===== config.mk =====
export PLATFORM = sky130hd
export DESIGN_NAME = verificar_sequencia_serial_flat
export DESIGN_NICKNAME = d
export VERILOG_FILES = /design/src/rtl/verificar_sequencia_serial_if.sv /design/src/rtl/verificar_sequencia_serial.sv /design/src/flat_wrapper.sv
export SDC_FILE = /design/constraint.sdc
export NUM_CORES = 1
export LEC_CHECK = 0
export ABC_CLOCK_PERIOD_IN_PS = 3500
export BUFFER_PORTS_ARGS = -buffer_cell sky130_fd_sc_hd__buf_2
export CAP_MARGIN = 5
export CORE_MARGIN = 5
export CORE_UTILIZATION = 35
export CTS_CLUSTER_SIZE = 16
export DETAILED_ROUTE_END_ITERATION = 12
export PLACE_DENSITY = 0.62
export SYNTH_ARGS = -nofsm -noshare
export SYNTH_HDL_FRONTEND = slang
export SYNTH_SLANG_ARGS = --single-unit

===== constraint.sdc =====
create_clock -name clk -period 3.5 [get_ports clk]
set_input_delay 0.175 -clock clk [delete_from_list [all_inputs] [get_ports clk]]
set_output_delay 0.175 -clock clk [all_outputs]
set_load 0.05 [all_outputs]

===== src/rtl/verificar_sequencia_serial_if.sv =====
// verificar_sequencia_serial_if
//   Bundles the control, data and status signals of the serial sequence
//   checker. The master side is the sequence generator / input front end.
//   The slave side is the checker itself.
//   Ports (master -> slave): limpar, carregar, simbolo_alvo, iniciar,
//                            entrada, entrada_valida
//   Ports (slave -> master): saida, erro, ocupado, cheio, passo, comprimento
interface verificar_sequencia_serial_if #(
    parameter int LARGURA      = 4,
    parameter int CANAIS       = 2,
    parameter int PROFUNDIDADE = 8
);
    localparam int W = $clog2(PROFUNDIDADE + 1);

    logic                       limpar;
    logic                       carregar;
    logic [CANAIS*LARGURA-1:0]  simbolo_alvo;
    logic                       iniciar;
    logic [CANAIS*LARGURA-1:0]  entrada;
    logic                       entrada_valida;
    logic                       saida;
    logic                       erro;
    logic                       ocupado;
    logic                       cheio;
    logic [W-1:0]               passo;
    logic [W-1:0]               comprimento;

    modport master (
        output limpar, carregar, simbolo_alvo, iniciar, entrada, entrada_valida,
        input  saida, erro, ocupado, cheio, passo, comprimento
    );

    modport slave (
        input  limpar, carregar, simbolo_alvo, iniciar, entrada, entrada_valida,
        output saida, erro, ocupado, cheio, passo, comprimento
    );
endinterface


===== src/rtl/verificar_sequencia_serial.sv =====
// verificar_sequencia_serial
//   Stores a target sequence of up to PROFUNDIDADE steps. Each step holds
//   CANAIS symbols of LARGURA bits. Player entries are then checked one step
//   at a time. The result appears one cycle after each strobe.
//   Ports:
//     clk   - rising-edge clock
//     rst_n - asynchronous active-low reset
//     bus   - verificar_sequencia_serial_if.slave
//             (limpar, carregar, simbolo_alvo, iniciar, entrada,
//              entrada_valida in; saida, erro, ocupado, cheio, passo,
//              comprimento out)
//   Optional feature:
//     VERIFICAR_TIMEOUT_EN - when defined, a verification waits at most
//                            TEMPO_LIMITE cycles between entries before it
//                            fails.
module verificar_sequencia_serial #(
    parameter int LARGURA      = 4,
    parameter int CANAIS       = 2,
    parameter int PROFUNDIDADE = 8,
    parameter int TEMPO_LIMITE = 1000
) (
    input  logic                          clk,
    input  logic                          rst_n,
    verificar_sequencia_serial_if.slave   bus
);
    localparam int W    = $clog2(PROFUNDIDADE + 1);
    localparam int IW   = (PROFUNDIDADE > 1) ? $clog2(PROFUNDIDADE) : 1;
    localparam int SIMB = CANAIS * LARGURA;
    localparam logic [W-1:0] PROF_W = W'(PROFUNDIDADE);

    typedef enum logic [1:0] {
        OCIOSO,
        VERIFICANDO,
        ACERTO,
        ERRO
    } estado_t;

    estado_t          r_estado;
    estado_t          w_prox;
    logic [W-1:0]     r_passo;
    logic [W-1:0]     r_comp;
    logic [W-1:0]     w_passo_prox;
    logic [W-1:0]     w_comp_prox;
    logic             r_saida;
    logic             r_erro;
    logic             r_ocupado;
    logic             r_cheio;
    logic             w_escrever;
    logic             w_expirou;
    logic [SIMB-1:0]  r_mem [PROFUNDIDADE];
    logic [SIMB-1:0]  w_alvo_atual;
    logic [CANAIS-1:0] w_canal_ok;
    logic             w_igual;
    logic             w_ultimo;

    // Target memory has no reset; its contents stay valid only while
    // comprimento covers them.
    always_ff @(posedge clk) begin
        if (w_escrever) begin
            r_mem[r_comp[IW-1:0]] <= bus.simbolo_alvo;
        end
    end

    assign w_alvo_atual = r_mem[r_passo[IW-1:0]];

    always_comb begin
        w_canal_ok = '0;
        for (int unsigned k = 0; k < CANAIS; k++) begin
            w_canal_ok[k] = (bus.entrada[k*LARGURA +: LARGURA] ==
                             w_alvo_atual[k*LARGURA +: LARGURA]);
        end
    end

    assign w_igual  = &w_canal_ok;
    assign w_ultimo = (r_passo == (r_comp - 1'b1));

`ifdef VERIFICAR_TIMEOUT_EN
    localparam int CW = $clog2(TEMPO_LIMITE + 1);

    logic [CW-1:0] r_cont;
    logic [CW-1:0] w_cont_inc;

    assign w_cont_inc = r_cont + 1'b1;
    // The counter holds the number of completed waiting cycles. The limit
    // is reached on the edge that would make that number TEMPO_LIMITE.
    assign w_expirou  = (r_estado == VERIFICANDO) && (w_cont_inc == CW'(TEMPO_LIMITE));

    always_ff @(posedge clk or negedge rst_n) begin
        if (!rst_n) begin
            r_cont <= '0;
        end else if ((w_prox == VERIFICANDO) &&
                     ((r_estado != VERIFICANDO) || bus.iniciar || bus.entrada_valida)) begin
            r_cont <= '0;
        end else if (r_estado == VERIFICANDO) begin
            r_cont <= w_cont_inc;
        end
    end
`else
    assign w_expirou = 1'b0;
`endif

    always_comb begin
        w_prox       = r_estado;
        w_passo_prox = r_passo;
        w_comp_prox  = r_comp;
        w_escrever   = 1'b0;

        if (bus.limpar) begin
            w_prox       = OCIOSO;
            w_passo_prox = '0;
            w_comp_prox  = '0;
        end else if (bus.iniciar) begin
            w_passo_prox = '0;
            w_prox       = (r_comp != '0) ? VERIFICANDO : ERRO;
        end else begin
            unique case (r_estado)
                OCIOSO: begin
                    if (bus.carregar && !r_cheio) begin
                        w_escrever  = 1'b1;
                        w_comp_prox = r_comp + 1'b1;
                    end
                end
                VERIFICANDO: begin
                    // A strobe on the limit cycle is still judged on its data.
                    if (bus.entrada_valida) begin
                        if (!w_igual) begin
                            w_prox = ERRO;
                        end else if (w_ultimo) begin
                            w_prox = ACERTO;
                        end else begin
                            w_passo_prox = r_passo + 1'b1;
                        end
                    end else if (w_expirou) begin
                        w_prox = ERRO;
                    end
                end
                default: begin
                end
            endcase
        end
    end

    // The flags are registered from the next state, so they change on the
    // same edge as the state itself.
    always_ff @(posedge clk or negedge rst_n) begin
        if (!rst_n) begin
            r_estado  <= OCIOSO;
            r_passo   <= '0;
            r_comp    <= '0;
            r_saida   <= 1'b0;
            r_erro    <= 1'b0;
            r_ocupado <= 1'b0;
            r_cheio   <= 1'b0;
        end else begin
            r_estado  <= w_prox;
            r_passo   <= w_passo_prox;
            r_comp    <= w_comp_prox;
            r_saida   <= (w_prox == ACERTO);
            r_erro    <= (w_prox == ERRO);
            r_ocupado <= (w_prox == VERIFICANDO);
            r_cheio   <= (w_comp_prox == PROF_W);
        end
    end

    assign bus.saida       = r_saida;
    assign bus.erro        = r_erro;
    assign bus.ocupado     = r_ocupado;
    assign bus.cheio       = r_cheio;
    assign bus.passo       = r_passo;
    assign bus.comprimento = r_comp;
endmodule


===== src/flat_wrapper.sv =====
// flat-port wrapper written by rule: the top's interface ports become plain ports
module verificar_sequencia_serial_flat 
#(
    parameter int LARGURA      = 4,
    parameter int CANAIS       = 2,
    parameter int PROFUNDIDADE = 8,
    parameter int TEMPO_LIMITE = 1000
)
  (clk, rst_n, bus_limpar, bus_carregar, bus_simbolo_alvo, bus_iniciar, bus_entrada, bus_entrada_valida, bus_saida, bus_erro, bus_ocupado, bus_cheio, bus_passo, bus_comprimento);
  verificar_sequencia_serial_if #(.LARGURA(LARGURA), .CANAIS(CANAIS), .PROFUNDIDADE(PROFUNDIDADE)) bus_i ();
  input  logic clk;
  input  logic rst_n;
  input wire logic [$bits(bus_i.limpar)-1:0] bus_limpar;
  input wire logic [$bits(bus_i.carregar)-1:0] bus_carregar;
  input wire logic [$bits(bus_i.simbolo_alvo)-1:0] bus_simbolo_alvo;
  input wire logic [$bits(bus_i.iniciar)-1:0] bus_iniciar;
  input wire logic [$bits(bus_i.entrada)-1:0] bus_entrada;
  input wire logic [$bits(bus_i.entrada_valida)-1:0] bus_entrada_valida;
  output wire logic [$bits(bus_i.saida)-1:0] bus_saida;
  output wire logic [$bits(bus_i.erro)-1:0] bus_erro;
  output wire logic [$bits(bus_i.ocupado)-1:0] bus_ocupado;
  output wire logic [$bits(bus_i.cheio)-1:0] bus_cheio;
  output wire logic [$bits(bus_i.passo)-1:0] bus_passo;
  output wire logic [$bits(bus_i.comprimento)-1:0] bus_comprimento;
  assign bus_i.limpar = bus_limpar;
  assign bus_i.carregar = bus_carregar;
  assign bus_i.simbolo_alvo = bus_simbolo_alvo;
  assign bus_i.iniciar = bus_iniciar;
  assign bus_i.entrada = bus_entrada;
  assign bus_i.entrada_valida = bus_entrada_valida;
  assign bus_saida = bus_i.saida;
  assign bus_erro = bus_i.erro;
  assign bus_ocupado = bus_i.ocupado;
  assign bus_cheio = bus_i.cheio;
  assign bus_passo = bus_i.passo;
  assign bus_comprimento = bus_i.comprimento;
  verificar_sequencia_serial #(.LARGURA(LARGURA), .CANAIS(CANAIS), .PROFUNDIDADE(PROFUNDIDADE), .TEMPO_LIMITE(TEMPO_LIMITE)) u_core (.clk(clk), .rst_n(rst_n), .bus(bus_i));
endmodule

Word level (Yosys, flattened, before mapping). Memory sizes are Yosys's and may differ from the RTL's. Index checks and enable logic that the tools add are counted.

Latch bits: 0. Input port bits: 22. Register bits after elaboration: 14. Memories kept: 1. Output and inout port bits: 12. Logic and storage cells: 52. RAM bits: 64. Bits in read-only memories: 0.

Reductions and logical operators: 9. Bitwise gates (word level): 0. Multiplexer cells: 23. Eq/ne operators: 9. Add/subtract/negate cells: 3. Div/mod/pow operators: 0. Shift-type cells: 0. $lt $le $gt $ge: 0. Multiply operators: 0.

Memory list: u_core.r_mem (depth 8, width 8, rd ports 1, clocked after Yosys merged registers in 0, wr ports 1, line verificar_sequencia_serial.sv:50) `logic [SIMB-1:0] r_mem [PROFUNDIDADE];`.

Operators by type and width (number): $mux W4 (10); $mux W2 (7); $eq A4 B4 Y1 (3); $reduce_bool A3 Y1 (3); $add A4 B1 Y4 const B (2); $mux W1 (6); $eq A2 B1 Y1 const B (2); $eq A2 B2 Y1 const B (2); $eq A4 B4 Y1 const B (1); $reduce_and A4 Y1 (1); $reduce_bool A4 Y1 (1); $sub A4 B1 Y4 const B (1); $ne A3 B3 Y1 const B (1); $logic_not A2 Y1 (1); $reduce_and A2 Y1 (1); $logic_and A1 B1 Y1 (1); $logic_not A1 Y1 (1).

Depth between registers and ports, before layout. Gate-level depths: netlist of run 1.

Depth after elaboration: 9. Depth in mapped cells: 9. Depth with buffers taken out: 8.

Worst setup path after synthesis of run 1. OpenSTA, ideal clock, no wires.

Path type: flip-flop to flip-flop. Start point: reg u_core.r_passo[1] (netlist: u_core.bus.passo[1]). End point: reg u_core.r_passo[2] (netlist: u_core.bus.passo[2]). Setup slack: 0.592 ns. Data required time: 3.422 ns. Setup time: 0.078 ns. Arrival time: 2.830 ns. Period minus slack after synthesis: 2.908 ns. Cell stages (with the launch flop): 9. Path buffers: 1. Path through: dfrtp_1 > buf_6 > mux4_1 > mux2i_1 > xnor2_1 > a2111oi_4 > nand4_2 > or4_1 > a21oi_1.

Word-level cells in the longest chain between the ends: 7. Elaborated cells between the ends (all ways): 15. Those cells by class: 1 x add/sub; 4 x eq/ne; 6 x mux; 3 x reduce/logical; 1 x memory.

Ends and longest elaborated chain: from (decl) (line verificar_sequencia_serial.sv:40) `logic [W-1:0] r_passo;`; from (signal assigned) (line verificar_sequencia_serial.sv:156) `r_passo <= w_passo_prox;`; $add A4 B1 Y4 (line verificar_sequencia_serial.sv:131) `w_passo_prox = r_passo + 1'b1;`; $mux W4 (line verificar_sequencia_serial.sv:128) `end else if (w_ultimo) begin`; $mux W4 (line verificar_sequencia_serial.sv:126) `if (!w_igual) begin`; $mux W4 (line verificar_sequencia_serial.sv:125) `if (bus.entrada_valida) begin`; $mux W4 (line verificar_sequencia_serial.sv:116) `unique case (r_estado)`; $mux W4 (line verificar_sequencia_serial.sv:112) `end else if (bus.iniciar) begin`; $mux W4 (line verificar_sequencia_serial.sv:108) `if (bus.limpar) begin`.

Several ways; a longest one is shown, not always the timed one. The select of a mux whose other input is x is not followed. A chain may end at the register's enable or synchronous reset.

Worst setup path after layout of run 1.
Start point: reg u_core.r_passo[2] (netlist: u_core.bus.passo[2]). End point: reg u_core.r_passo[2] (netlist: u_core.bus.passo[2]).

The elaborated chain is that of the path after synthesis.

==> results by group, run 1 <==
Worst setup path
  • CP arrival: ~3400 ps
  • Endpoint type of the worst setup path: register
  • Critical Path Fanout Max: 19
  • Critical path start-end classification: register to register
  • Type of origin of the critical path: register
  • Critical path startpoint: u_core.bus.passo[2]
  • Critical R2R Launch: u_core.bus.passo[2]
  • Required time worst endpoint: 3760 ps

Drt
  • Detail-routed via count per cell: about 4.9
  • Final wirelength: 6960 µm
  • Number of antenna-violating nets in the routed design: 0
  • Initial DRC count: between 70 and 80
  • Detail-routed net length per standard cell: 17.5 µm
  • Detailed-router iteration count before antenna repair: 4
  • Number of remaining DRC errors: 0
  • Via count of the routed design: 1941

Die
  • Ports: 34
  • Chip Width: 109 µm
  • Floorplan die height: 109 µm
  • Floorplan row count: 36
  • Die footprint: 0.0119 mm²
  • Starting utilization of the core area: between 30% and 40%
  • Core Footprint: 0.00968 mm²

Logic synthesis
  • Yosys cell types: 43
  • Ys flop type: edfxtp_1
  • Post-synthesis instance total: 215
  • Warnings from Yosys: 0
  • Leading cell type by number of instances after synthesis: edfxtp_1
  • Top area cells in the synthesized netlist: edfxtp_1 (56%), dfrtp_1 (10%), mux2i_1 (5.2%), mux4_2 (3.9%), mux4_1 (3.1%)
  • Synth area leader: edfxtp_1
  • Number of enable flip-flop cells after synthesis: 64
  • Number of synthesized register bits: 78
  • Total nets after synthesis: 241
  • Commonest cells in the synthesized netlist: edfxtp_1 (64), mux2i_1 (18), dfrtp_1 (14), nor2_1 (14), nand2_1 (9)
  • Mapped Avg Cell Area: 16.0 µm²
  • Post-synthesis cell area: 0.00344 mm²
  • Async S/R FF share, synth: 17.9%
  • Area share of the leading cell type in the synthesized netlist: between 50% and 60%
  • Portion of the post-synthesis area used by sequential elements: 66.1%

Clocking
  • H-tree Lvls: 3
  • Post-CTS Setup Repair Bufs: 0
  • Clock tree from TritonCTS: yes
  • Hold-fix buffers, CTS: 1
  • Clock Tree Root: clkbuf_8
  • Number of sinks on the clock net: 78
  • TritonCTS Buffers: 9
  • CTS clk-pin slew, worst paths: approximately 80 ps
  • Clock insertion delay at the later pin of the skew report: 340 ps
  • Max Root-Sink Buffers: 2
  • CTS-repair resized insts: 0

Timing
  • Headroom to the max-slew limit: 33.0%
  • Post-route minimum period: ~3100 ps
  • Setup repair after global routing missed its margin: no
  • Highest clock frequency the design can meet: 0.323 GHz
  • Hold violation total from the final report: 0
  • Clock Skew: just over 8 ps
  • Worst-margin pin slew: between 1000 and 1500 ps
  • Finish-stage setup viols: 0
  • Total Neg Setup Slack: 0 ps
  • Final count of pins violating max slew: 0
  • Worst Slack Setup Final: 403 ps
  • Final period util: ~88%

Final layout
  • Area delta synth->final: 14.8%
  • # diodes: 0
  • Filler cells: 888
  • Final cell utilization of the core: approximately 41%
  • Count of non-filler cells in the finished layout: around 400
  • Final-stage net count: about 290
  • Share of final-layout standard cells stronger than drive strength 1: 25.0%

Global route
  • GRT Max-Usage Layer: met2
  • Met1 usage in global routing: 15.7%
  • Maximum number of pins on one net before global-route repair: 20
  • Overflow after GRT: 0
  • Number of antenna violations at the first check in global routing: 0
  • Gr usage total: between 10% and 20%
  • Global-route wire length before repair: 10800 µm
  • Vias in the first global route: between 2000 and 2500
  • GRT met3 Usage: 1.78%
  • GRT met2 Usage: roughly a fifth

Placement
  • Count of input and output buffers: 33
  • Dpl ws: 413 ps
  • Total placed cells including tap cells: between 300 and 400
  • Final RePlAce weighted congestion: 0.738
  • Post-detail-place hpwl: 4660 µm

Run
  • Max-cap violations: 0

Run status
  • Outcome: complete, no violations

Power
  • Worst vdd ir: 177 µV
  • Cell Pwr Density: 443 mW/mm²
  • Pleak: 1.40 nW

Worst hold path
  • Beginning of the worst hold path: bus_limpar
  • Class of the most critical hold timing path: input pin to register
==> critical path: stages (launching register included) <==
cell	delay, ps
dfrtp_1	940
buf_4	320
mux4_2	300
mux2i_1	170
xnor2_1	130
a2111oi_4	270
nand4_2	230
or4_1	500
a21oi_1	150
==> cells by family after synthesis <==
| logic type | share of synthesized area, % |
|---|---|
| AO/OA/AOI/OAI | 5.72 |
| adder cells (fa/ha/maj) | 1.46 |
| buffers and inverters | 2.73 |
| XOR/XNOR | 3.57 |
| multiplexers | 12.6 |
| AND/OR/NAND/NOR | 7.86 |
| flip-flops | 66.1 |
==> registers in the layout, summed over array words and instances (netlist names) <==
| name | cells |
|---|---|
| u_core.bus.saida | 1 |
| u_core.bus.cheio | 1 |
| u_core.r_mem | 64 |
| u_core.bus.ocupado | 1 |
| u_core.bus.erro | 1 |
| u_core.bus.comprimento | 4 |
| u_core.bus.passo | 4 |
| u_core.r_estado | 2 |
==> final cells by class <==
| type | instances | area [µm²] | share of cell area [%] |
|---|---|---|---|
| flip-flops and latches | 78 | 2270 | 57.6 |
| multi-input cells | 124 | 1070 | 27.1 |
| repair buffers | 41 | 228 | 5.77 |
| well taps | 133 | 166 | 4.22 |
| clock buffers | 10 | 128 | 3.23 |
| clock inverters | 6 | 62.6 | 1.59 |
| inverters | 5 | 18.8 | 0.476 |
==> layout by cell type (no fill, tap or decap), types with 5 or more instances in the layout <==
| master | n |
|---|---|
| edfxtp_1 | 64 |
| buf_2 | 33 |
| mux2i_1 | 18 |
| nor2_1 | 14 |
| dfrtp_1 | 14 |
| nand2_1 | 9 |
| clkbuf_8 | 9 |
| xnor2_1 | 8 |
| a21oi_1 | 7 |
| buf_4 | 7 |
| xor2_1 | 6 |
| mux4_2 | 6 |
| nand3_1 | 6 |
| inv_1 | 5 |
==> power by group <==
part,internal (W),switching [W],total [W],leakage [nW]
clock network,0.000327,0.000315,0.000642,0.0899
registers,0.00101,0.00000707,0.00102,0.766
logic,0.0000315,0.0000579,0.0000894,0.541
==> worst paths after layout <==
| path | slack, ps | endpoint | cells past startpoint |
|---|---|---|---|
| worst max-delay path | 400 | u_core.bus.passo[2] | 8 |
| worst min-delay path | 90 | u_core.r_estado[0] | 2 |
| max in group asynchronous | 3010 | u_core.bus.passo[1] | 2 |
| min in group asynchronous | 250 | u_core.r_estado[1] | 2 |
| worst max register to register | 400 | u_core.bus.passo[2] | 8 |
| worst min register to register | 660 | u_core.bus.saida | 1 |
==> metal layers <==
layer  vias to the layer above  share of wire [%]  wire length, µm
met3                         7                3.1              217
li1                        928                  -                -
met4                         0                1.4               97
met2                        36                 51             3530
met5                         -                  0                0
met1                       970                 45             3120
==> stage by stage <==
step           hold WS (ps)  cell area (µm²)  power [W]
2_1_floorplan          -121             3440    0.00109
3_3_place_gp           83.3             3750    0.00113
3_5_place_dp           86.1             3750    0.00113
4_1_cts                74.7             3950    0.00177
5_1_grt                 105             3950    0.00181
6_report               89.2             3950    0.00175
No activity file was read; power rests on OpenSTA's default activity.
==> run 2, diff against run 1 <==
--- a/config.mk
+++ b/config.mk
@@ -12,6 +12,7 @@
 export CORE_UTILIZATION = 35
 export CTS_CLUSTER_SIZE = 16
 export DETAILED_ROUTE_END_ITERATION = 12
+export GPL_TIMING_DRIVEN = 0
 export PLACE_DENSITY = 0.62
 export SYNTH_ARGS = -nofsm -noshare
 export SYNTH_HDL_FRONTEND = slang
==> run 2 against run 1 <==
Against the previous run: hold slack got worse by 2.8 ps; cell count increased by 0.50%; via count decreased by 0.36%; sequential share of layout area decreased by 0.45 points.
==> results by group, run 2 (same netlist as run 1, synthesis figures left out) <==
Clocking
  • TritonCTS Buffers: 9 (unchanged)
  • Max Root-Sink Buffers: 2 (unchanged)
  • H-tree Lvls: 3 (unchanged)
  • Post-CTS Setup Repair Bufs: 0 (unchanged)
  • Clock tree from TritonCTS: yes
  • Clock insertion delay at the later pin of the skew report: 350 ps (about the same)
  • CTS clk-pin slew, worst paths: 80 ps (about the same)
  • Number of sinks on the clock net: 78 (unchanged)
  • Clock Tree Root: clkbuf_8
  • CTS-repair resized insts: 0 (unchanged)

Timing
  • Setup repair after global routing missed its margin: no
  • Total Neg Setup Slack: 0 ps (unchanged)
  • Headroom to the max-slew limit: 30.2% (-2.8 points)
  • Final period util: 90.9% (+2.4 points)
  • Worst-margin pin slew: 1040 ps (+35.9 ps)
  • Final count of pins violating max slew: 0 (unchanged)
  • Post-route minimum period: 3180 ps (+84.1 ps)
  • Clock Skew: 8.58 ps (+0.435 ps)
  • Highest clock frequency the design can meet: 0.314 GHz (-2.6%)
  • Finish-stage setup viols: 0 (unchanged)
  • Hold violation total from the final report: 0 (unchanged)

Power
  • Worst vdd ir: 181 µV (+2.4%)
  • Cell Pwr Density: 441 mW/mm² (-0.59%)
  • Pleak: 1.41 nW (+0.68%)

Worst setup path
  • Crit path capture: u_core.bus.passo[2]
  • Reg2reg end: u_core.bus.passo[2]
  • Type of origin of the critical path: register
  • Critical path startpoint: u_core.bus.passo[0]
  • Required time worst endpoint: 3770 ps (about the same)
  • Worst Reg-to-Reg Cells: 8 (unchanged)
  • Stages on worst setup path: 8 (unchanged)
  • Endpoint type of the worst setup path: register
  • Critical Path Fanout Max: 10 (-9)
  • Critical path start-end classification: register to register
  • CP arrival: 3450 ps (+90 ps)
  • Worst path top cell family by delay: compound AO/OA/AOI/OAI gates
  • Sequence of cells on the critical path: buf_6, and2b_2, a22oi_1, nand3_1, a2111oi_1, nand4_2, or4_1, a21oi_1
  • Flop-to-flop setup slack: 320 ps (-80 ps)
  • Critical-path top delay cell: a2111oi_1
  • Critical R2R Launch: u_core.bus.passo[0]
  • Delay of the slowest cell on the worst path: 790 ps (-150 ps)
  • Buffer and inverter count on the worst path: 1 (unchanged)

Final layout
  • Share of final-layout standard cells stronger than drive strength 1: 24.8% (-0.19 points)
  • FF/Latch Area: 0.00227 mm² (unchanged)
  • # diodes: 0 (unchanged)
  • Final-stage net count: 287 (+0.70%)
  • Area occupied by multi-input gates: 0.00108 mm² (+0.47%)
  • Count of non-filler cells in the finished layout: 399 (+0.50%)
  • Filler cells: 892 (+0.45%)
  • Max FFs per register: 64 (unchanged)
  • Commonest non-fill, non-tap cell in the layout: edfxtp_1
  • Leading cell types in the layout, fill and taps excluded: edfxtp_1 (64), buf_2 (34), mux2i_1 (18)
  • Area delta synth->final: 15.7%

Global route
  • Vias in the first global route: 1887 (-6.5%)
  • Overflow after GRT: 0 (unchanged)
  • Maximum number of pins on one net before global-route repair: 15 (-25%)
  • Global-route wire length before repair: 10400 µm (-3.8%)
  • Number of antenna violations at the first check in global routing: 0 (unchanged)
  • Gr usage total: 12.1% (-0.24 points)

Drt
  • Initial DRC count: 56 (-27%)
  • Final wirelength: 6750 µm (-3.0%)
  • Number of remaining DRC errors: 0 (unchanged)
  • Detail-routed via count per cell: 4.85 (-0.86%)
  • Detail-routed net length per standard cell: 16.9 µm (-3.5%)
  • Detailed-router iteration count before antenna repair: 5 (+1)
  • Via count of the routed design: 1934 (-0.36%)
  • Number of antenna-violating nets in the routed design: 0 (unchanged)

Worst hold path
  • Beginning of the worst hold path: bus_limpar
  • Class of the most critical hold timing path: input pin to register

Placement
  • Final RePlAce weighted congestion: 0.747 (+1.3%)
  • Total placed cells including tap cells: 382 (+0.53%)
  • Count of input and output buffers: 33 (unchanged)
  • Post-detail-place hpwl: 4640 µm (-0.53%)

Die
  • Chip Width: 109 µm (unchanged)
  • Die footprint: 0.0119 mm² (unchanged)
  • Starting utilization of the core area: 35.5% (unchanged)
  • Floorplan die height: 109 µm (unchanged)
  • Ports: 34 (unchanged)
  • Floorplan row count: 36 (unchanged)
  • Core Footprint: 0.00968 mm² (unchanged)

Run
  • Max-cap violations: 0 (unchanged)

Run status
  • Outcome: complete, no violations
run 2: changes by cell type in the layout (fill, tap and decap cells not counted), sizes merged:
cell	previous run	this run
clkinv	3	2
inv	5	6
clkbuf	10	12
run 2: layout make-up:
class | count | share of cell area, %
sequential | 78 | 57.1
multi-input combinational | 124 | 27.1
clock inverter | 6 | 1.54
timing repair buffer | 35 | 4.53
buffer | 8 | 1.89
clock buffer | 10 | 3.21
tap | 133 | 4.18
inverter | 5 | 0.472
run 2: metal layers:
layer | track usage [%] | vias to the layer above | wire (µm)
li1 | - | 925 | -
met1 | 15.7 | 963 | 3060
met2 | 19.6 | 39 | 3330
met3 | 2.96 | 7 | 249
met4 | 4.87 | 0 | 117
met5 | 0 | - | 0
run 2: worst register-to-register path, delay by kind of cell (launching register included):
family,cells,cell delay (ps)
compound gates,3,1250
flops,1,480
buf+inv,1,210
simple gates,4,1180
run 2: power breakdown:
group          internal, W  switching (W)
Clock             0.000327       0.000321
Combinational    0.0000300      0.0000586
Sequential         0.00101     0.00000476
Total              0.00137       0.000385
run 2: worst min-delay path by stage:
stage	slack, ps	depth (start not counted)	to
after floorplan	-120	0	u_core.bus.cheio
after global placement	90	1	u_core.r_estado[1]
after detailed placement	90	1	u_core.r_estado[1]
after CTS	70	2	u_core.r_estado[0]
after global routing	90	1	u_core.r_mem[0][7]
final	90	2	u_core.r_estado[0]
run 2: repair_timing:
| item | in CTS | in global routing |
|---|---|---|
| hold endpoints to repair | 14 | 0 |
| setup endpoints to repair | 0 | 0 |
| hold buffers | 1 | 0 |
run 2: metrics by stage:
stage	power (W)	cell area [µm²]	hold WS (ps)	worst slack (ps)	utilization, %
floorplan	0.00109	3440	-121	592	-
global placement	0.00112	3770	86.8	193	38.9
detailed placement	0.00113	3780	89.7	387	39.0
CTS	0.00177	3980	70.6	367	41.1
global route	0.00182	3980	86.7	122	41.1
finish	0.00175	3980	86.4	319	41.1
